<file path="src/rtl/apb_requester.sv">
// APB requester: turns a valid/ready command into one APB transfer and
// reports completion, read data or a wait-state timeout on a response pulse.
module apb_requester #(
  parameter int unsigned ADDR_W  = 12,
  parameter int unsigned DATA_W  = 32,
  parameter int unsigned TIMEOUT = 255
) (
  input  logic              pclk,
  input  logic              preset,
  input  logic              cmd_valid,
  output logic              cmd_ready,
  input  logic              cmd_write,
  input  logic [ADDR_W-1:0] cmd_addr,
  input  logic [DATA_W-1:0] cmd_wdata,
  output logic              psel,
  output logic              penable,
  output logic              pwrite,
  output logic [ADDR_W-1:0] paddr,
  output logic [DATA_W-1:0] pwdata,
  input  logic [DATA_W-1:0] prdata,
  input  logic              pready,
  output logic              rsp_valid,
  output logic [DATA_W-1:0] rsp_rdata,
  output logic              rsp_timeout,
  output logic              busy
);

  localparam int unsigned CW =
    (TIMEOUT > 0) ? $clog2(TIMEOUT + 1) : 1;
  localparam logic [CW-1:0] TMAX =
    CW'((TIMEOUT > 0) ? TIMEOUT - 1 : 0);

  typedef enum logic [1:0] {
    IDLE   = 2'd0,
    SETUP  = 2'd1,
    ACCESS = 2'd2
  } state_t;

  state_t            state_q, state_d;
  logic              pwrite_q, pwrite_d;
  logic [ADDR_W-1:0] paddr_q, paddr_d;
  logic [DATA_W-1:0] pwdata_q, pwdata_d;
  logic              rsp_valid_q, rsp_valid_d;
  logic [DATA_W-1:0] rsp_rdata_q, rsp_rdata_d;
  logic              rsp_to_q, rsp_to_d;
  logic [CW-1:0]     wait_q, wait_d;

  always_ff @(posedge pclk or posedge preset) begin
    if (preset) begin
      state_q     <= IDLE;
      pwrite_q    <= 1'b0;
      paddr_q     <= '0;
      pwdata_q    <= '0;
      rsp_valid_q <= 1'b0;
      rsp_rdata_q <= '0;
      rsp_to_q    <= 1'b0;
      wait_q      <= '0;
    end else begin
      state_q     <= state_d;
      pwrite_q    <= pwrite_d;
      paddr_q     <= paddr_d;
      pwdata_q    <= pwdata_d;
      rsp_valid_q <= rsp_valid_d;
      rsp_rdata_q <= rsp_rdata_d;
      rsp_to_q    <= rsp_to_d;
      wait_q      <= wait_d;
    end
  end

  always_comb begin
    state_d     = state_q;
    pwrite_d    = pwrite_q;
    paddr_d     = paddr_q;
    pwdata_d    = pwdata_q;
    rsp_valid_d = 1'b0;
    rsp_rdata_d = rsp_rdata_q;
    rsp_to_d    = rsp_to_q;
    wait_d      = wait_q;
    unique case (state_q)
      IDLE: begin
        if (cmd_valid) begin
          state_d  = SETUP;
          pwrite_d = cmd_write;
          paddr_d  = cmd_addr;
          pwdata_d = cmd_wdata;
        end
      end
      SETUP: begin
        state_d = ACCESS;
        wait_d  = '0;
      end
      ACCESS: begin
        if (pready) begin
          state_d     = IDLE;
          rsp_valid_d = 1'b1;
          rsp_rdata_d = pwrite_q ? '0 : prdata;
          rsp_to_d    = 1'b0;
        end else if (TIMEOUT > 0 && wait_q == TMAX) begin
          state_d     = IDLE;
          rsp_valid_d = 1'b1;
          rsp_rdata_d = '0;
          rsp_to_d    = 1'b1;
        end else if (wait_q != '1) begin
          // saturate so TIMEOUT=0 never wraps
          wait_d = wait_q + CW'(1);
        end
      end
      default: state_d = IDLE;
    endcase
  end

  assign cmd_ready   = (state_q == IDLE);
  assign busy        = (state_q != IDLE);
  assign psel        = (state_q != IDLE);
  assign penable     = (state_q == ACCESS);
  assign pwrite      = pwrite_q;
  assign paddr       = paddr_q;
  assign pwdata      = pwdata_q;
  assign rsp_valid   = rsp_valid_q;
  assign rsp_rdata   = rsp_rdata_q;
  assign rsp_timeout = rsp_to_q;

endmodule

</file>
<file path="config.mk">
export PLATFORM = sky130hd
export DESIGN_NAME = apb_requester
export DESIGN_NICKNAME = d
export VERILOG_FILES = /design/src/rtl/apb_requester.sv
export SDC_FILE = /design/constraint.sdc
export NUM_CORES = 1
export LEC_CHECK = 0
export BUFFER_PORTS_ARGS = -buffer_cell sky130_fd_sc_hd__buf_4
export CAP_MARGIN = 20
export CORE_MARGIN = 2
export CORE_UTILIZATION = 46
export CTS_CLUSTER_SIZE = 10
export DETAILED_ROUTE_END_ITERATION = 8
export GPL_ROUTABILITY_DRIVEN = 0
export PLACE_DENSITY = 0.79
export SLEW_MARGIN = 20
export SYNTH_ARGS = -nofsm -noshare
export SYNTH_HDL_FRONTEND = slang
export SYNTH_SLANG_ARGS = --single-unit
</file>
<file path="constraint.sdc">
create_clock -name pclk -period 2.8 [get_ports pclk]
set_input_delay 0.14 -clock pclk [delete_from_list [all_inputs] [get_ports pclk]]
set_output_delay 0.14 -clock pclk [all_outputs]
set_load 0.03 [all_outputs]
</file>
==> metrics.txt, run 1 <==
Setup TNS 0 ns; power dissipated by switching net loads between 2 and 3 mW; die area approximately 8400 um2; remaining antenna violation count 0; critical path arrival between 2 and 2.5 ns; post-synthesis average cell area 14.55 um2; number of antenna violations at the first check in global routing 0; Peak supply drop about 0.0006 V; Pwr Total roughly 6.3 mW; data required time at the worst endpoint around 3 ns; die span in y 91.49 um; Logic pwr share 51.5%; wire length per cell about 17 um; reg-to-reg endpoint wait_q[1]; share of synthesized registers carrying an async set or reset 100.0%; die span in x 91.49 um; post-synthesis cell type count 37; startpoint type of the worst setup path register; headroom to the max-slew limit about 44%; PD cells roughly 1100 nW/um2; post-cts repair resize count 0; First-pass DRT Iterations 4; clock period minus worst slack roughly 2.1 ns; global-route total usage across every layer about a quarter; cell count after synthesis 242; Antenna diodes 0; depth of the worst register-to-register path 5; Clock Root Buffer clkbuf_8; Post-Route WL 9834 um; origin of the worst setup path wait_q[0]; unrepaired setup endpoints after global routing no; clock tree from TritonCTS built; number of vias per cell 5.132; worst-margin pin slew 0.8346 ns; fillcell total 463; origin of the critical flop-to-flop path wait_q[0]; number of clock buffers inserted by TritonCTS 9; clock-pin slew of the registers on the worst-case setup and hold paths 0.10 ns; Seq/Total Area, Yosys between 60% and 70%; Synthesized Nets 325; number of hold-slack violations in the final timing report 0; endpoint kind of the worst setup timing path register; number of top-level pins 164; number of synthesized flops with an enable pin 0; final cycle utilization of the critical path 73.75%; hold path cells 2; instance count after placement with tap cells included ~490; share of post-route cells with drive strength above 1 46.28%; maximum fanout along the worst path 7; share of total power consumed by net switching 43.85%; buffers from clock root to sink, at most 2; Sink Count 89; most used flip-flop cell after synthesis dfrtp_1; number of rows created at floorplan 31; buffer count from post-CTS setup fixing 0; Final nets roughly 550; synth-to-layout area growth 59.45%; reg-to-reg slack, setup 0.73 ns; commonest non-fill, non-tap cells in the layout 166 x buf_4, 89 x dfrtp_1, 61 x dlygate4sd3_1, 32 x a22o_1, 28 x mux2_2; pin count of the biggest net entering global routing 77; total overflow reported by the global router 0; violation count after the first detailed-routing iteration 195; static leakage 2.708 nW; standard cell core area 7331 um2; internal power of the cells between 3 and 4 mW; post-route insts no fill 570; most common library cell in the layout ignoring fill and taps buf_4; outcome complete, no violations; WS Path Type reg -> reg; count of endpoints failing setup in the final report 0; remaining design rule violation count 0; number of buffer cells added on primary ports 163; worst clock skew on the final layout between 0.015 and 0.02 ns; Tightest Hold Check Type in -> reg; first-pass GRT wire length 15980 um; Maximum Capacitance Violations 0; yosys synthesis warning count 0; flops & latches, synth 89; number of global-route vias before repair 3197; cell area after synthesis approximately 3500 um2; number of levels in the clock H-tree 3; final count of pins violating max slew 0; starting density of the core 48.03%; routed vias 2925; clk_lat worst skew approximately 0.36 ns; post-detailed-placement half-perimeter wirelength 6137 um; Endpoint, Worst Hold pwdata[23]; critical hold path startpoint cmd_wdata[23]; highest achievable clock rate ~480 MHz; sequential power share 35.0%; share of power burned in the clock network 13.5%
[worst max-delay path by stage]
stage	slack, ns	cells after the start	to
after floorplan	0.35	1	paddr[0]
after global placement	0.88	5	wait_q[1]
after detailed placement	0.79	5	wait_q[1]
after CTS	0.78	5	wait_q[1]
after global routing	0.66	5	wait_q[1]
final	0.73	5	wait_q[1]
[state kept, by name, indices dropped and copies added, names as in the netlist]
register / cells
pwdata: 32
wait_q: 8
paddr: 12
rsp_rdata: 32
pwrite: 1
rsp_timeout: 1
rsp_valid: 1
state_q: 2
[power by group through the flow]
stage	registers, mW	logic, mW	clock network (mW)
final	2.22	3.26	0.859
after global placement	2.19	3.13	0
after global routing	2.29	3.43	0.927
after CTS	2.20	3.25	0.877
after detailed placement	2.22	3.19	0
after floorplan	3.24	0.948	0
[final cells by class]
| cell class | instances | area [um2] | area share, % |
|---|---|---|---|
| repair buffers | 228 | 1877 | 33.43 |
| flip-flops and latches | 89 | 2227 | 39.67 |
| clock inverters | 7 | 68.82 | 1.226 |
| multi-input cells | 129 | 1156 | 20.59 |
| clock buffers | 9 | 123.9 | 2.206 |
| well taps | 99 | 123.9 | 2.206 |
| inverters | 9 | 37.54 | 0.6686 |
[stage by stage]
step | utilization (%) | setup WS (ns) | area [um2] | hold WS [ns]
4_1_cts | 76.17 | 0.7757 | 5584 | 0.0003700
6_report | 76.58 | 0.7349 | 5614 | 0.01386
3_5_place_dp | 65.63 | 0.7935 | 4811 | 0.08678
5_1_grt | 76.58 | 0.6554 | 5614 | 0.003041
3_3_place_gp | 65.63 | 0.8797 | 4811 | 0.08731
2_1_floorplan | - | 0.3531 | 3521 | 0.2725
[metal layers]
layer  routed length [um]  part of all wire, %  vias up  track usage (%)
met5                    0                    0        -                0
met4                  150                  1.5        0            8.712
met3                  824                  8.4       13            6.390
met2                 4889                   50      148            41.42
met1                 3970                   40     1425            29.37
li1                     -                    -     1339                -
[Yosys cell counts (all sizes together) (3+ instances only)]
master	number	area share, %
buf	13	2.9
o21ai	4	0.89
a31oi	5	0.89
inv	9	1.0
dfrtp	89	63
and2	3	0.53
a22o	32	8.0
nand3	3	0.43
a41oi	3	0.75
nand2	4	0.43
nor2	4	0.43
mux2	46	15
[timing repair]
item | CTS | global route
endpoints found under the setup margin | 0 | 0
hold endpoints to repair | 70 | 3
hold buffers | 58 | 3
[kinds of logic (layout without fill, tap and decap cells)]
| group | count (synthesis) | after routing | share of synthesized area, % |
|---|---|---|---|
| muxes | 46 | 46 | 14.71 |
| adders and majority gates | 2 | 2 | 0.7106 |
| AOI/OAI and AO/OA | 56 | 56 | 13.11 |
| buffers and inverters | 24 | 253 | 4.122 |
| DFF | 89 | 89 | 63.26 |
| and+or+nand+nor | 25 | 25 | 4.086 |
[critical path, cell delays in order, from the launching register on]
cell and delay [ns]:
dfrtp_1 0.45, ha_1 0.31, o211ai_1 0.26, nor2_1 0.13, o31ai_2 0.42, mux2_2 0.38
(Power assumes the default switching activity.)
==> run 2, diff against run 1 <==
--- a/config.mk
+++ b/config.mk
@@ -5,14 +5,15 @@
 export SDC_FILE = /design/constraint.sdc
 export NUM_CORES = 1
 export LEC_CHECK = 0
+export ABC_AREA = 1
 export BUFFER_PORTS_ARGS = -buffer_cell sky130_fd_sc_hd__buf_4
 export CAP_MARGIN = 20
 export CORE_MARGIN = 2
-export CORE_UTILIZATION = 46
+export CORE_UTILIZATION = 42
 export CTS_CLUSTER_SIZE = 10
 export DETAILED_ROUTE_END_ITERATION = 8
 export GPL_ROUTABILITY_DRIVEN = 0
-export PLACE_DENSITY = 0.79
+export PLACE_DENSITY = 0.75
 export SLEW_MARGIN = 20
 export SYNTH_ARGS = -nofsm -noshare
 export SYNTH_HDL_FRONTEND = slang
==> constraint.sdc (replaced) <==
create_clock -name pclk -period 1.8 [get_ports pclk]
set_input_delay 0.09 -clock pclk [delete_from_list [all_inputs] [get_ports pclk]]
set_output_delay 0.09 -clock pclk [all_outputs]
set_load 0.03 [all_outputs]
==> run 2 against run 1 <==
Against the previous run:
- total power increased by 56%
- critical path type unchanged
- critical endpoint is now rsp_rdata[21]
- sequential power is 54% higher
- global-route usage decreased by 1.9 points
- highest routed layer unchanged
- worst setup slack got worse by 0.49 ns
- hold slack improved by 0.0018 ns
- first-iteration DRC count decreased by 37%
- critical path depth is 5 higher
- combinational power increased by 60%
==> metrics.txt, run 2 <==
headroom to the max-slew limit 61.05% (+17 points); Setup WS pre-CTS 0.2775 ns (-0.5159 ns); endpoint of the worst setup timing path rsp_rdata[21]; crit path max-delay cell type dfrtp_1; die span in x 97.65 um (+6.7%); WHS 0.01565 ns (+0.001796 ns); pin count of the biggest net entering global routing 46 (-40%); clock period minus worst slack 1.551 ns (-0.5140 ns); wire length per cell 13.60 um (-21%); cells along the critical path inv_1 > ha_1 > nand3_2 > inv_2 > nand2_2 > nand2_2 > nand2_2 > buf_4 > nand2_1 > o21ai_1; Seq/Total Area, Yosys 60.46% (-2.8 points); critical hold path startpoint prdata[0]; number of synthesized flops with an enable pin 0 (unchanged); Tightest Hold Check Type in -> reg; synth-to-layout area growth 59.71%; count of endpoints failing setup in the final report 0 (unchanged); number of hold-slack violations in the final timing report 0 (unchanged); violation count after the first detailed-routing iteration 123 (-37%); worst-margin pin slew 0.5830 ns (-0.2516 ns); depth of the worst register-to-register path 10 (+5); number of buffer cells added on primary ports 163 (unchanged); logic depth of the worst path, buffers included 10 (+5); endpoint kind of the worst setup timing path register; post-synthesis cell type count 22 (-41%); share of post-route cells with drive strength above 1 31.20% (-15 points); highest achievable clock rate 644.7 MHz (+33%); first-pass GRT wire length 17310 um (+8.3%); origin of the worst setup path wait_q[0]; number of vias per cell 4.736 (-7.7%); post-route insts no fill 765 (+34%); WS Path Type reg -> reg; area share of the largest cell type after synthesis 60.46% (-2.8 points); most common library cell in the layout ignoring fill and taps nand2_1; remaining design rule violation count 0 (unchanged); number of top-level pins 164 (unchanged); Peak supply drop 0.001061 V (+77%); First-pass DRT Iterations 4 (unchanged); reg-to-reg slack, setup 0.25 ns (-0.49 ns); crit path setup slack, layout 0.2489 ns (-0.4860 ns); number of global-route vias before repair 3722 (+16%); static leakage 3.087 nW (+14%); final count of pins violating max slew 0 (unchanged); post-synthesis average cell area 8.708 um2 (-40%); PD cells 1684 nW/um2 (+49%); number of rows created at floorplan 34 (+9.7%); data required time at the worst endpoint 2.07 ns (-0.98 ns); yosys synthesis warning count 0 (unchanged); startpoint type of the worst setup path register; reg-to-reg endpoint rsp_rdata[21]; fillcell total 645 (+39%); number of buffers added to fix hold violations after cts 66 (+14%); clock tree from TritonCTS built; Synthesized Nets 506 (+56%); cell area after synthesis 3684 um2 (+4.6%); cell count after synthesis 423 (+75%); buffers from clock root to sink, at most 2 (unchanged); Antenna diodes 0 (unchanged); number of antenna violations at the first check in global routing 0 (unchanged); share of synthesized registers carrying an async set or reset 100.0% (unchanged); Post-Route WL 10410 um (+5.8%); flops & latches, synth 89 (unchanged); longest individual stage delay on the worst path 0.39 ns (-0.06 ns); remaining antenna violation count 0 (unchanged); worst clock skew on the final layout 0.01108 ns (-0.006471 ns); most repeated library cell on the critical path nand2_2; die span in y 97.65 um (+6.7%); gate family responsible for the most delay along the worst path buffers and inverters; unrepaired setup endpoints after global routing no; outcome complete, no violations; total overflow reported by the global router 0 (unchanged); post-cts repair resize count 0 (unchanged); critical path arrival 1.82 ns (-0.50 ns); Maximum Capacitance Violations 0 (unchanged); Clock Root Buffer clkbuf_8; standard cell core area 8593 um2 (+17%); Sink Count 89 (unchanged); buffer count from post-CTS setup fixing 0 (unchanged); largest cells by area after synthesis dfrtp_1 60%, nand2_1 23%, o21ai_1 3.8%; die area 9536 um2 (+14%); post-detailed-placement half-perimeter wirelength 6515 um (+6.2%); commonest non-fill, non-tap cells in the layout 227 x nand2_1, 167 x buf_4, 89 x dfrtp_1, 68 x dlygate4sd3_1, 28 x o21ai_1; top post-synthesis cells by count 227 x nand2_1, 89 x dfrtp_1, 28 x o21ai_1; final cycle utilization of the critical path 86.17% (+12 points); most used flip-flop cell after synthesis dfrtp_1; origin of the critical flop-to-flop path wait_q[0]; clk_lat worst skew 0.35 ns (about the same); maximum fanout along the worst path 30 (+23); clock-pin slew of the registers on the worst-case setup and hold paths 0.09 ns (about the same); starting density of the core 42.87% (-5.2 points); instance count after placement with tap cells included 681 (+38%); most instantiated library cell after synthesis nand2_1; routed vias 3623 (+24%); number of clock buffers inserted by TritonCTS 9 (unchanged); library cell with the largest summed area after synthesis dfrtp_1; Final nets 735 (+34%); global-route total usage across every layer 22.29% (-1.9 points); number of levels in the clock H-tree 3 (unchanged); Setup TNS 0 ns (unchanged); number of buffer and inverter instances along the worst setup path 3 (+3)
## run 2: worst min path at each step
stage | slack, ns | cells after the start | endpoint
after detailed placement | 0.19 | 2 | rsp_rdata[1]
after floorplan | 0.17 | 1 | rsp_timeout
after CTS | 0.0007 | 3 | rsp_rdata[26]
after global routing | 0.002 | 3 | rsp_rdata[21]
final | 0.02 | 3 | rsp_rdata[0]
after global placement | 0.18 | 2 | rsp_rdata[1]
## run 2: cell families (layout without fill, tap and decap cells)
logic type	after synthesis	count (layout)	synth area share [%]
compound gates	43	43	6.385
fa+ha+maj	2	2	0.6792
buf+inv	35	269	5.129
flops	89	89	60.46
simple gates	254	254	27.34
## run 2: per-layer routing
| layer | global-route usage (%) | wire length, um | up-vias |
|---|---|---|---|
| li1 | - | - | 1766 |
| met1 | 26.66 | 4241 | 1714 |
| met2 | 39.05 | 5334 | 131 |
| met3 | 7.122 | 738 | 12 |
| met4 | 5.556 | 92 | 0 |
| met5 | 0 | 0 | - |
## run 2: layout make-up
cell class,count,area [um2],area share [%]
clock buffer,11,141.4,2.403
clock inverter,5,38.79,0.6593
inverter,14,56.30,0.9570
multi-input combinational,299,1270,21.59
sequential,89,2227,37.86
tap,108,135.1,2.297
timing repair buffer,239,2014,34.24
## run 2: metrics by stage
step           utilization (%)  power, mW  instance area [um2]
6_report                 68.46      9.906                 5883
5_1_grt                  68.46      10.51                 5883
4_1_cts                  68.23      9.928                 5863
3_5_place_dp             58.45      8.501                 5022
3_3_place_gp             58.45      8.378                 5022
2_1_floorplan                -      6.533                 3687
## run 2: power by group
part	leakage, nW	switching, mW	internal [mW]
Clock	0.0903	0.711	0.551
Combinational	1.85	3.34	1.88
Sequential	1.15	0.555	2.87
Total	3.09	4.61	5.30
## run 2: tightest hold or removal path, cell delays in order
cell and delay (ns):
buf_4 0.11, nand2_1 0.05, o21ai_1 0.07
